--- src/rtl/regfile_if.sv ---
// Bundle of read, write and clear signals for multiport_register_file.
// dbg_clr_state mirrors the clear FSM state (0 = IDLE, 1 = CLEAR) for observation.
interface regfile_if #(
  parameter int DATA_W = 16,
  parameter int ADDR_W = 3
);
  logic              rd_en_a;
  logic              rd_en_b;
  logic [ADDR_W-1:0] rd_addr_a;
  logic [ADDR_W-1:0] rd_addr_b;
  logic [DATA_W-1:0] rd_data_a;
  logic [DATA_W-1:0] rd_data_b;
  logic              wr_en;
  logic [ADDR_W-1:0] wr_addr;
  logic [DATA_W-1:0] wr_data;
  logic              wr_drop;
  logic              clr_req;
  logic              clr_busy;
  logic              clr_done;
  logic              dbg_clr_state;

  // Handshake: there is no ready; a read issued with rd_en_x at an edge is valid on
  // rd_data_x after that edge; a write is accepted unless clr_busy, in which case
  // wr_drop pulses the following cycle.
  modport master (
    output rd_en_a, rd_en_b, rd_addr_a, rd_addr_b, wr_en, wr_addr, wr_data, clr_req,
    input  rd_data_a, rd_data_b, wr_drop, clr_busy, clr_done, dbg_clr_state
  );

  modport slave (
    input  rd_en_a, rd_en_b, rd_addr_a, rd_addr_b, wr_en, wr_addr, wr_data, clr_req,
    output rd_data_a, rd_data_b, wr_drop, clr_busy, clr_done, dbg_clr_state
  );
endinterface

--- src/rtl/multiport_register_file.sv ---
// Two-read / one-write register file with a sequential bulk-clear FSM.
// Optional macro REGFILE_BYPASS_EN selects write-first same-cycle reads (default read-first).
module multiport_register_file #(
  parameter int DATA_W   = 16,
  parameter int ADDR_W   = 3,
  parameter int ZERO_REG = 0
) (
  input  logic     clk,
  input  logic     rst,
  regfile_if.slave bus
);
  localparam int DEPTH = 2 ** ADDR_W;

  typedef enum logic {
    IDLE  = 1'b0,
    CLEAR = 1'b1
  } state_t;

  state_t            r_state;
  logic [ADDR_W-1:0] r_clr_cnt;
  logic [DATA_W-1:0] r_mem [DEPTH];
  logic [DATA_W-1:0] r_rd_data_a;
  logic [DATA_W-1:0] r_rd_data_b;
  logic              r_wr_drop;
  logic              r_clr_busy;
  logic              r_clr_done;

  logic              w_wr_ok;
  logic [DATA_W-1:0] w_rd_a;
  logic [DATA_W-1:0] w_rd_b;

  // A write lands only in IDLE, and never on the hardwired zero register.
  assign w_wr_ok = bus.wr_en && (r_state == IDLE) &&
                   !((ZERO_REG != 0) && (bus.wr_addr == '0));

  always_comb begin
    w_rd_a = r_mem[bus.rd_addr_a];
`ifdef REGFILE_BYPASS_EN
    if (w_wr_ok && (bus.wr_addr == bus.rd_addr_a)) w_rd_a = bus.wr_data;
`endif
    if ((ZERO_REG != 0) && (bus.rd_addr_a == '0)) w_rd_a = '0;
  end

  always_comb begin
    w_rd_b = r_mem[bus.rd_addr_b];
`ifdef REGFILE_BYPASS_EN
    if (w_wr_ok && (bus.wr_addr == bus.rd_addr_b)) w_rd_b = bus.wr_data;
`endif
    if ((ZERO_REG != 0) && (bus.rd_addr_b == '0)) w_rd_b = '0;
  end

  always_ff @(posedge clk or posedge rst) begin
    if (rst) begin
      r_state     <= IDLE;
      r_clr_cnt   <= '0;
      r_rd_data_a <= '0;
      r_rd_data_b <= '0;
      r_wr_drop   <= 1'b0;
      r_clr_busy  <= 1'b0;
      r_clr_done  <= 1'b0;
      for (int i = 0; i < DEPTH; i++) r_mem[i] <= '0;
    end else begin
      r_wr_drop  <= 1'b0;
      r_clr_done <= 1'b0;
      if (bus.rd_en_a) r_rd_data_a <= w_rd_a;
      if (bus.rd_en_b) r_rd_data_b <= w_rd_b;
      case (r_state)
        IDLE: begin
          if (w_wr_ok) r_mem[bus.wr_addr] <= bus.wr_data;
          if (bus.clr_req) begin
            r_state    <= CLEAR;
            r_clr_busy <= 1'b1;
            r_clr_cnt  <= '0;
          end
        end
        CLEAR: begin
          // One entry per cycle; writes arriving now are discarded and flagged.
          r_mem[r_clr_cnt] <= '0;
          r_wr_drop        <= bus.wr_en;
          if (r_clr_cnt == ADDR_W'(DEPTH - 1)) begin
            r_state    <= IDLE;
            r_clr_busy <= 1'b0;
            r_clr_done <= 1'b1;
            r_clr_cnt  <= '0;
          end else begin
            r_clr_cnt <= r_clr_cnt + 1'b1;
          end
        end
        default: r_state <= IDLE;
      endcase
    end
  end

  assign bus.rd_data_a     = r_rd_data_a;
  assign bus.rd_data_b     = r_rd_data_b;
  assign bus.wr_drop       = r_wr_drop;
  assign bus.clr_busy      = r_clr_busy;
  assign bus.clr_done      = r_clr_done;
  assign bus.dbg_clr_state = r_state;
endmodule

--- src/flat_wrapper.sv ---
// flat-port wrapper written by rule: the top's interface ports become plain ports
module multiport_register_file_flat 
#(
  parameter int DATA_W   = 16,
  parameter int ADDR_W   = 3,
  parameter int ZERO_REG = 0
)
  (clk, rst, bus_rd_en_a, bus_rd_en_b, bus_rd_addr_a, bus_rd_addr_b, bus_wr_en, bus_wr_addr, bus_wr_data, bus_clr_req, bus_rd_data_a, bus_rd_data_b, bus_wr_drop, bus_clr_busy, bus_clr_done, bus_dbg_clr_state);
  regfile_if #(.DATA_W(DATA_W), .ADDR_W(ADDR_W)) bus_i ();
  input  logic clk;
  input  logic rst;
  input wire logic [$bits(bus_i.rd_en_a)-1:0] bus_rd_en_a;
  input wire logic [$bits(bus_i.rd_en_b)-1:0] bus_rd_en_b;
  input wire logic [$bits(bus_i.rd_addr_a)-1:0] bus_rd_addr_a;
  input wire logic [$bits(bus_i.rd_addr_b)-1:0] bus_rd_addr_b;
  input wire logic [$bits(bus_i.wr_en)-1:0] bus_wr_en;
  input wire logic [$bits(bus_i.wr_addr)-1:0] bus_wr_addr;
  input wire logic [$bits(bus_i.wr_data)-1:0] bus_wr_data;
  input wire logic [$bits(bus_i.clr_req)-1:0] bus_clr_req;
  output wire logic [$bits(bus_i.rd_data_a)-1:0] bus_rd_data_a;
  output wire logic [$bits(bus_i.rd_data_b)-1:0] bus_rd_data_b;
  output wire logic [$bits(bus_i.wr_drop)-1:0] bus_wr_drop;
  output wire logic [$bits(bus_i.clr_busy)-1:0] bus_clr_busy;
  output wire logic [$bits(bus_i.clr_done)-1:0] bus_clr_done;
  output wire logic [$bits(bus_i.dbg_clr_state)-1:0] bus_dbg_clr_state;
  assign bus_i.rd_en_a = bus_rd_en_a;
  assign bus_i.rd_en_b = bus_rd_en_b;
  assign bus_i.rd_addr_a = bus_rd_addr_a;
  assign bus_i.rd_addr_b = bus_rd_addr_b;
  assign bus_i.wr_en = bus_wr_en;
  assign bus_i.wr_addr = bus_wr_addr;
  assign bus_i.wr_data = bus_wr_data;
  assign bus_i.clr_req = bus_clr_req;
  assign bus_rd_data_a = bus_i.rd_data_a;
  assign bus_rd_data_b = bus_i.rd_data_b;
  assign bus_wr_drop = bus_i.wr_drop;
  assign bus_clr_busy = bus_i.clr_busy;
  assign bus_clr_done = bus_i.clr_done;
  assign bus_dbg_clr_state = bus_i.dbg_clr_state;
  multiport_register_file #(.DATA_W(DATA_W), .ADDR_W(ADDR_W), .ZERO_REG(ZERO_REG)) u_core (.clk(clk), .rst(rst), .bus(bus_i));
endmodule
--- config.mk ---
export PLATFORM = sky130hd
export DESIGN_NAME = multiport_register_file_flat
export DESIGN_NICKNAME = d
export VERILOG_FILES = /design/src/rtl/regfile_if.sv /design/src/rtl/multiport_register_file.sv /design/src/flat_wrapper.sv
export SDC_FILE = /design/constraint.sdc
export NUM_CORES = 1
export LEC_CHECK = 0
export CORE_MARGIN = 2
export CORE_UTILIZATION = 54
export CTS_CLUSTER_DIAMETER = 100
export DETAILED_ROUTE_END_ITERATION = 7
export PLACE_DENSITY = 0.74
export SLEW_MARGIN = 20
export SYNTH_ARGS = -nofsm -noshare
export SYNTH_HDL_FRONTEND = slang
export SYNTH_SLANG_ARGS = --single-unit
--- constraint.sdc ---
create_clock -name clk -period 7.8 [get_ports clk]
set_input_delay 1.56 -clock clk [delete_from_list [all_inputs] [get_ports clk]]
set_output_delay 1.56 -clock clk [all_outputs]
set_load 0.005 [all_outputs]
==> qor.csv, run 1 <==
stage;metric;value;unit
logic_synthesis;yosysSeqAreaShare;45.7;%
sta;tightest_slew;1.14;ns
clock_tree;post_cts_resized;0;
logic_synthesis;syn-num-nets;879;
global_route;grt_first_pass_wirelength;40800;um
sta;hold_violations;0;
outcome;status;completed;
clock_tree;clk_latency;0.43;ns
floorplanning;die-area;18000;um2
detailed_routing;post-route-drc-count;0;
global_route;grt_overflow_total;0;
sta;rsz0062_at_grt;no;
power_and_ir_drop;leakagePower;5.18;nW
logic_synthesis;synth_cell_types;33;
setup_path;startpoint_type;input port;
min_path;holdCritStartpoint;u_core.r_mem[55];
clock_tree;h-tree-depth;4;
clock_tree;cts_root_buf;clkbuf_16;
setup_path;crit_chain;clkdlybuf4s50_1 -> nor2b_1 -> buf_4 -> a22oi_1 -> a41o_1;
sta;fin_crit;3.77;ns
setup_path;cp.required;8.12;ns
sta;fmax;265;MHz
min_path;hold_path_end;u_core.r_mem[55];
sta;tns;0;ns
sta;worst_hold_slack;0.544;ns
logic_synthesis;syn_inst;845;
power_and_ir_drop;peakVddDrop;0.217;mV
sta;setup_viol;0;
global_route;grt.total_usage;30.1;%
cells_and_area;areaGrowthSynthToFinish;12.7;%
logic_synthesis;syn_avg_cell_area;10.8;um2
clock_tree;holdBufCountCts;0;
min_path;min_path_type;flop to flop;
power_and_ir_drop;power_density;309;nW/um2
setup_path;cp_data_arrival_time;4.10;ns
logic_synthesis;ys_top_cells_by_area;dfrtp_1 46%, mux2i_1 25%, nand2_1 5.4%;
logic_synthesis;synth_area_leader_cell;dfrtp_1;
logic_synthesis;ys_async_sr_fraction;100;%
sta;clock_skew;0.00695;ns
global_route;grt_pass1_vias;7189;
clock_tree;cts_setup_buffers;0;
floorplanning;start_util;55.2;%
min_path;min_delay_path_depth;2;
setup_path;r2r-start;u_core.bus.dbg_clr_state;
logic_synthesis;synth_edf_count;0;
placement;dp_hpwl;16200;um
floorplanning;dieWidth;134;um
clock_tree;cts_tree;yes;
global_route;antenna_found_initial;0;
clock_tree;clock-sinks;167;
logic_synthesis;netlist_area;9150;um2
logic_synthesis;yosysWarnings;0;
setup_path;critPathKind;input port to flop;
logic_synthesis;synth_top_area_share;45.7;%
detailed_routing;dr.pass1.iters;5;
cells_and_area;nFillCells;1344;
floorplanning;io_pins;67;
detailed_routing;vias;7008;
detailed_routing;wirelength;26100;um
cells_and_area;diodes;0;
sta;finalMaxSlewViolations;0;
detailed_routing;wl_per_cell;23.7;um
detailed_routing;ant_nets;0;
logic_synthesis;synth-seq-cells;167;
setup_path;r2r_slack;5.37;ns
setup_path;cp_slowest_cell;clkdlybuf4s50_1;
global_route;grt_start_max_net_pins;86;
setup_path;r2r_cells;3;
setup_path;slowest_delay;1.03;ns
floorplanning;die_y;134;um
detailed_routing;drtIter0Drc;701;
setup_path;rr_endpoint;u_core.r_mem[58];
sta;finalCritPeriodShare;48.4;%
detailed_routing;via_per_inst;6.35;
placement;port_buffers;66;
placement;gp_congestion;0.846;
setup_path;critPathCaptureType;flop;
floorplanning;core_area;16600;um2
cells_and_area;final_nets;908;
floorplanning;num_rows;47;
cells_and_area;layout-drive-gt1-share;6.12;%
clock_tree;clk_path_buf_depth;2;
setup_path;worstPathMaxFanout;19;
run;maxCapViolCount;0;
clock_tree;numCtsBuffers;17;
sta;slew_headroom;23.3;%
logic_synthesis;ys.flop_type;dfrtp_1;
clock_tree;path_clk_slew;0.06;ns
==> cell families (layout without fill, tap and decap cells) <==
group | count (synthesis) | count (layout) | share of synthesized area, %
DFF | 167 | 167 | 45.7
muxes | 226 | 226 | 24.7
AOI/OAI and AO/OA | 99 | 99 | 9.41
adders and majority gates | 3 | 3 | 0.410
buffers and inverters | 93 | 131 | 5.77
and+or+nand+nor | 257 | 257 | 14.0
==> state kept, by name (all words and copies together) (netlist names) <==
signal	flops
u_core.bus.rd_data_b	16
u_core.r_mem	128
u_core.bus.wr_drop	1
u_core.bus.dbg_clr_state	1
u_core.bus.clr_busy	1
u_core.bus.clr_done	1
u_core.bus.rd_data_a	16
u_core.r_clr_cnt	3
==> worst max path at each step <==
stage / to / from / cells past startpoint / slack, ns
after floorplan: u_core.bus.clr_busy / rst / 1 / 1.72
after global placement: u_core.bus.rd_data_b[7] / bus_rd_addr_b[1] / 5 / 3.75
after detailed placement: u_core.bus.rd_data_b[5] / bus_rd_addr_b[2] / 4 / 3.63
after CTS: u_core.bus.rd_data_b[7] / bus_rd_addr_b[1] / 5 / 4.08
after global routing: u_core.bus.rd_data_a[10] / bus_rd_addr_a[2] / 4 / 3.98
final: u_core.bus.rd_data_b[7] / bus_rd_addr_b[1] / 5 / 4.03
==> power breakdown <==
part | switching [mW] | internal [mW] | total (mW) | leakage [nW]
logic | 0.513 | 0.451 | 0.964 | 2.68
clock network | 0.331 | 0.448 | 0.779 | 0.269
registers | 0.277 | 1.17 | 1.45 | 2.24
==> area by class of cell <==
cell class / count / area, um2 / share of cell area (%)
Clock buffer: 24 / 512 / 4.96
Sequential cell: 167 / 4180 / 40.5
Clock inverter: 4 / 20.0 / 0.194
Tap cell: 220 / 275 / 2.67
Inverter: 20 / 80.1 / 0.776
Multi-Input combinational cell: 585 / 4460 / 43.2
Timing Repair Buffer: 83 / 791 / 7.66
==> cell usage in the layout (no fill, tap or decap), drive strengths merged <==
cell           Yosys  final
o21ai              1      1
clkbuf            21     24
a211o             32     32
a41o              32     32
and3               1      1
ha                 3      3
or4b               1      1
nand4bb            3      3
and2               2      2
nand4b             3      3
buf               52     19
nor2b             66     66
nor3b              3      3
nand3b             3      3
nand2b             4      4
nand2            133    133
dfrtp            167    167
nand3             32     32
a22oi             32     32
o22ai              1      1
nor2               5      5
clkinv             0      4
o32ai              1      1
inv               20     20
nand4              1      1
clkdlybuf4s50      0     64
mux2i            226    226
==> stage by stage <==
step | instances | utilization [%] | worst slack, ns | total power [mW] | cell area (um2)
detailed placement | 1075 | 58.9 | 3.63 | 2.40 | 9770
finish | 1103 | 62.2 | 4.03 | 3.19 | 10300
floorplan | 845 | - | 1.72 | 2.03 | 9150
global placement | 1075 | 58.9 | 3.75 | 2.33 | 9770
CTS | 1103 | 62.1 | 4.08 | 3.18 | 10300
global route | 1103 | 62.2 | 3.98 | 3.36 | 10300
==> critical path: cells and delay by family <==
kind,cells,cell delay (ns)
buf+inv,2,1.36
simple gates,1,0.79
compound gates,2,0.37
==> layer usage <==
layer	global-route usage (%)	share of wire, %
met2	49.8	49
met4	11.3	3.0
met3	5.56	6.9
met5	0	0
met1	39.6	41
==> Yosys cell counts (all sizes together), types with 2 or more instances <==
master   instances
nand2b           4
clkbuf          21
nor2b           66
a41o            32
inv             20
nand4b           3
dfrtp          167
nor3b            3
nand2          133
a22oi           32
nor2             5
nand3b           3
ha               3
a211o           32
nand4bb          3
nand3           32
and2             2
mux2i          226
buf             52
Power figures use the tool's default switching activity.
==> run 2: changes to the inputs <==
--- a/config.mk
+++ b/config.mk
@@ -9,7 +9,7 @@
 export CORE_UTILIZATION = 54
 export CTS_CLUSTER_DIAMETER = 100
 export DETAILED_ROUTE_END_ITERATION = 7
-export PLACE_DENSITY = 0.74
+export PLACE_DENSITY = 0.77
 export SLEW_MARGIN = 20
 export SYNTH_ARGS = -nofsm -noshare
 export SYNTH_HDL_FRONTEND = slang
==> constraint.sdc (replaced) <==
create_clock -name clk -period 3.39 [get_ports clk]
set_input_delay 0.678 -clock clk [delete_from_list [all_inputs] [get_ports clk]]
set_output_delay 0.678 -clock clk [all_outputs]
set_load 0.005 [all_outputs]
==> run 2 against run 1 <==
Worst hold slack better by 0.0018 ns; cell count up 1.7%; sequential power up 130%; critical path depth down 4; highest routed layer unchanged.
==> qor.csv, run 2 (synthesis results as in run 1) <==
stage;metric;value;unit
floorplanning;dieWidth;134;um
cells_and_area;layout.cells.non_filler;1122;
global_route;grt_first_pass_wirelength;39300;um
setup_path;critPathKind;flop to output pin;
cells_and_area;largest_reg_flops;128;
cells_and_area;diodes;0;
clock_tree;path_clk_slew;0.07;ns
sta;finalCritPeriodShare;73.2;%
sta;hold_violations;0;
floorplanning;core_area;16600;um2
sta;finalMaxSlewViolations;0;
power_and_ir_drop;peakVddDrop;0.484;mV
setup_path;crit_chain;clkdlybuf4s50_1;
setup_path;r2r_cells;3;
setup_path;critPathBufInv;1;
floorplanning;die-area;18000;um2
placement;place_inst;1090;
sta;setup_viol;0;
detailed_routing;ant_nets;0;
min_path;min_delay_path_depth;2;
cells_and_area;final_common_cell;mux2i_1;
clock_tree;numCtsBuffers;17;
clock_tree;cts_setup_buffers;0;
detailed_routing;post-route-drc-count;0;
detailed_routing;dr.pass1.iters;5;
sta;tns;0;ns
cells_and_area;final_cell_mix;226 x mux2i_1, 167 x dfrtp_1, 132 x nand2_1, 66 x nor2b_1, 64 x clkdlybuf4s50_1;
global_route;grt_start_max_net_pins;168;
detailed_routing;via_per_inst;6.11;
detailed_routing;drtIter0Drc;826;
cells_and_area;final_nets;923;
sta;fmax;403;MHz
min_path;hold_path_end;u_core.r_mem[4];
floorplanning;num_rows;47;
outcome;status;completed;
setup_path;critPathCaptureType;output pin;
setup_path;worstPathMaxFanout;20;
min_path;min_path_type;flop to flop;
sta;clock_skew;0.00849;ns
detailed_routing;wl_per_cell;22.5;um
clock_tree;clk_latency;0.44;ns
placement;dp_hpwl;15900;um
power_and_ir_drop;leakagePower;5.29;nW
global_route;grt_overflow_total;0;
setup_path;slowest_delay;0.74;ns
cells_and_area;post-route-util;63.6;%
sta;tightest_slew;1.05;ns
setup_path;cp_data_arrival_time;1.81;ns
min_path;holdCritStartpoint;u_core.r_mem[4];
setup_path;cp.required;2.71;ns
run;maxCapViolCount;0;
setup_path;cp_slowest_cell;dfrtp_1;
floorplanning;die_y;134;um
clock_tree;cts_root_buf;clkbuf_16;
global_route;grt.total_usage;29.0;%
clock_tree;clock-sinks;167;
sta;rsz0062_at_grt;no;
clock_tree;holdBufCountCts;0;
setup_path;critPathTopFamily;flip-flops;
cells_and_area;areaGrowthSynthToFinish;15.2;%
cells_and_area;layout-drive-gt1-share;8.09;%
setup_path;rr_endpoint;u_core.r_mem[75];
power_and_ir_drop;power_density;722;nW/um2
detailed_routing;wirelength;25200;um
placement;port_buffers;66;
power_and_ir_drop;finalPower;7.61;mW
detailed_routing;vias;6853;
clock_tree;h-tree-depth;4;
sta;fin_crit;2.48;ns
cells_and_area;regMostFlops;u_core.r_mem;
global_route;antenna_found_initial;0;
setup_path;r2r_slack;1.13;ns
setup_path;r2r-start;u_core.bus.dbg_clr_state;
floorplanning;start_util;55.2;%
global_route;grt_pass1_vias;6699;
clock_tree;post_cts_resized;0;
floorplanning;io_pins;67;
placement;gp_congestion;0.858;
sta;slew_headroom;29.6;%
setup_path;startpoint_type;flop;
clock_tree;cts_tree;yes;
sta;worst_hold_slack;0.546;ns
clock_tree;clk_path_buf_depth;2;
==> run 2: metal layers <==
layer  GRT usage (%)  wire (um)  up-vias
li1                -          -     3085
met1            40.5      11000     3442
met2            44.8      11900      282
met3            5.82       1720       44
met4            11.3        640        0
met5               0          0        -
==> run 2: layout make-up <==
cell class	count	area [um2]
Multi-Input combinational cell	585	4460
Clock buffer	18	439
Sequential cell	167	4180
Inverter	20	78.8
Clock inverter	14	181
Tap cell	220	275
Timing Repair Buffer	98	933
Fill cell	1372	6040
==> run 2: power breakdown <==
group          internal, mW  total [mW]  switching (mW)
combinational          1.07        2.22            1.15
clock                  1.24        2.06           0.818
sequential             2.70        3.33           0.631
==> run 2: worst max path at each step <==
stage,from,endpoint,slack (ns),cells past startpoint
6_report,u_core.bus.dbg_clr_state,bus_dbg_clr_state,0.91,1
5_1_grt,u_core.bus.dbg_clr_state,bus_dbg_clr_state,0.82,1
4_1_cts,u_core.bus.dbg_clr_state,bus_dbg_clr_state,0.88,1
3_5_place_dp,bus_rd_addr_b[2],u_core.bus.rd_data_b[0],0.69,4
3_3_place_gp,bus_rd_addr_b[2],u_core.bus.rd_data_b[5],0.78,4
2_1_floorplan,rst,u_core.bus.clr_busy,0.59,1
==> run 2: stage by stage <==
stage,worst slack [ns],area (um2)
finish,0.907,10500
global route,0.823,10500
CTS,0.882,10500
detailed placement,0.695,9920
global placement,0.778,9920
floorplan,0.585,9160
==> run 3: changes to the inputs <==
==> constraint.sdc (replaced) <==
create_clock -name clk -period 2.25 [get_ports clk]
set_input_delay 0.45 -clock clk [delete_from_list [all_inputs] [get_ports clk]]
set_output_delay 0.45 -clock clk [all_outputs]
set_load 0.005 [all_outputs]
==> run 3 against run 2 <==
First-iteration DRC count is 15% lower; utilization is 1.3 points higher; combinational power rose by 56%; non-clock buffer count rose by 14; power increased by 52%; setup slack lost 0.54 ns; critical path depth stayed put; worst hold slack worse by 0.036 ns; via count grew 2.1%; routed wire length up 2.7%; global-route usage is 1.0 points higher; critical endpoint unchanged.
==> qor.csv, run 3 (synthesis results as in run 1) <==
stage;metric;value;unit
outcome;status;completed;
setup_path;startpoint_type;flop;
power_and_ir_drop;finalPower;11.6;mW
cells_and_area;nFillCells;1328;
floorplanning;dieWidth;134;um
cells_and_area;post-route-util;64.8;%
sta;rsz0062_at_grt;no;
placement;dp_hpwl;16200;um
clock_tree;h-tree-depth;4;
global_route;antenna_found_initial;0;
setup_path;critPathCaptureType;output pin;
clock_tree;cts_setup_buffers;0;
clock_tree;clock-sinks;167;
floorplanning;num_rows;47;
global_route;grt.total_usage;30.0;%
detailed_routing;wl_per_cell;22.8;um
floorplanning;start_util;55.2;%
setup_path;slowest_delay;0.55;ns
clock_tree;numCtsBuffers;17;
detailed_routing;dr.pass1.iters;5;
clock_tree;holdBufCountCts;0;
setup_path;crit_chain;clkdlybuf4s50_1;
global_route;grt_pass1_vias;7068;
setup_path;cp_data_arrival_time;1.44;ns
sta;fin_crit;1.89;ns
cells_and_area;regMostFlops;u_core.r_mem;
setup_path;critPathTopFamily;buffers and inverters;
placement;port_buffers;66;
cells_and_area;areaGrowthSynthToFinish;17.5;%
setup_path;worstPathMaxFanout;6;
sta;finalMaxSlewViolations;0;
setup_path;cp.required;1.80;ns
min_path;min_path_type;input port to asynchronous set/reset pin;
floorplanning;core_area;16600;um2
clock_tree;clk_path_buf_depth;2;
cells_and_area;final_cell_mix;226 x mux2i_1, 167 x dfrtp_1, 132 x nand2_1, 66 x nor2b_1, 64 x clkdlybuf4s50_1;
floorplanning;io_pins;67;
setup_path;r2r_slack;0.67;ns
placement;gp_congestion;0.839;
run;maxCapViolCount;0;
global_route;grt_first_pass_wirelength;40600;um
setup_path;cp_slowest_cell;clkdlybuf4s50_1;
floorplanning;die-area;18000;um2
global_route;grt_start_max_net_pins;89;
sta;tightest_slew;0.662;ns
sta;slew_headroom;55.9;%
cells_and_area;layout-drive-gt1-share;9.07;%
power_and_ir_drop;power_density;1080;nW/um2
floorplanning;die_y;134;um
global_route;grt_overflow_total;0;
setup_path;critPathBufInv;1;
power_and_ir_drop;peakVddDrop;0.743;mV
cells_and_area;final_common_cell;mux2i_1;
clock_tree;cts_tree;yes;
clock_tree;clk_latency;0.44;ns
cells_and_area;diodes;0;
detailed_routing;wirelength;25900;um
detailed_routing;drtIter0Drc;704;
sta;fmax;530;MHz
clock_tree;post_cts_resized;0;
detailed_routing;via_per_inst;6.17;
detailed_routing;vias;6999;
clock_tree;path_clk_slew;0.07;ns
clock_tree;cts_root_buf;clkbuf_16;
cells_and_area;final_nets;937;
setup_path;critPathKind;flop to output pin;
detailed_routing;ant_nets;0;
placement;place_area;10100;um2
detailed_routing;post-route-drc-count;0;
cells_and_area;largest_reg_flops;128;
power_and_ir_drop;leakagePower;5.39;nW
sta;clock_skew;0.0110;ns
sta;finalCritPeriodShare;83.9;%
sta;setup_viol;0;
sta;hold_violations;0;
cells_and_area;final_area;10800;um2
[run 3: cell count changes in the layout (fill, tap and decap cells not counted), sizes merged]
cell / previous run / this run
clkinv: 7 / 2
buf: 34 / 48
clkinvlp: 4 / 3
clkbuf: 18 / 23
[run 3: where the power goes]
group,leakage (nW),internal [mW],switching [mW]
combinational,2.85,1.67,1.80
sequential,2.24,4.07,0.941
clock,0.299,1.94,1.20
total,5.39,7.67,3.94
[run 3: per-stage QoR]
| step | std cells | setup slack [ns] | setup TNS (ns) | hold slack (ns) |
|---|---|---|---|---|
| final | 1135 | 0.363 | 0 | 0.509 |
| after global routing | 1135 | 0.293 | 0 | 0.553 |
| after CTS | 1135 | 0.341 | 0 | 0.531 |
| after detailed placement | 1104 | 0.210 | 0 | 0.536 |
| after global placement | 1104 | 0.261 | 0 | 0.527 |
| after floorplan | 845 | -0.327 | -54.57 | 0.509 |
[run 3: path summary, 6_finish.rpt]
path | start | endpoint | depth (start not counted)
worst min-delay path | rst | u_core.r_mem[62] | 3
worst max register to register | u_core.r_clr_cnt[0] | u_core.r_mem[112] | 4
worst max-delay path | u_core.bus.dbg_clr_state | bus_dbg_clr_state | 1
max in group asynchronous | rst | u_core.r_clr_cnt[0] | 3
worst min register to register | u_core.r_mem[71] | u_core.r_mem[71] | 2
min in group clk | u_core.r_mem[71] | u_core.r_mem[71] | 2
[run 3: worst min-delay path, stage by stage]
cell,delay [ns]
clkdlybuf4s50_1,0.44
clkinvlp_4,0.12
buf_12,0.37
[run 3: routing by layer]
| metal | part of all wire, % | track usage, % | vias up |
|---|---|---|---|
| li1 | - | - | 3109 |
| met1 | 44 | 41.9 | 3544 |
| met3 | 6.7 | 6.39 | 57 |
| met5 | 0 | 0 | - |
| met4 | 2.7 | 11.1 | 0 |
| met2 | 47 | 46.5 | 289 |
[run 3: final cells by class]
cell class	count	area (um2)	share of cell area, %
flip-flops and latches	167	4180	38.9
inverters	20	78.8	0.733
clock inverters	8	145	1.35
clock buffers	23	478	4.45
well taps	220	275	2.56
multi-input cells	585	4460	41.4
repair buffers	112	1140	10.6
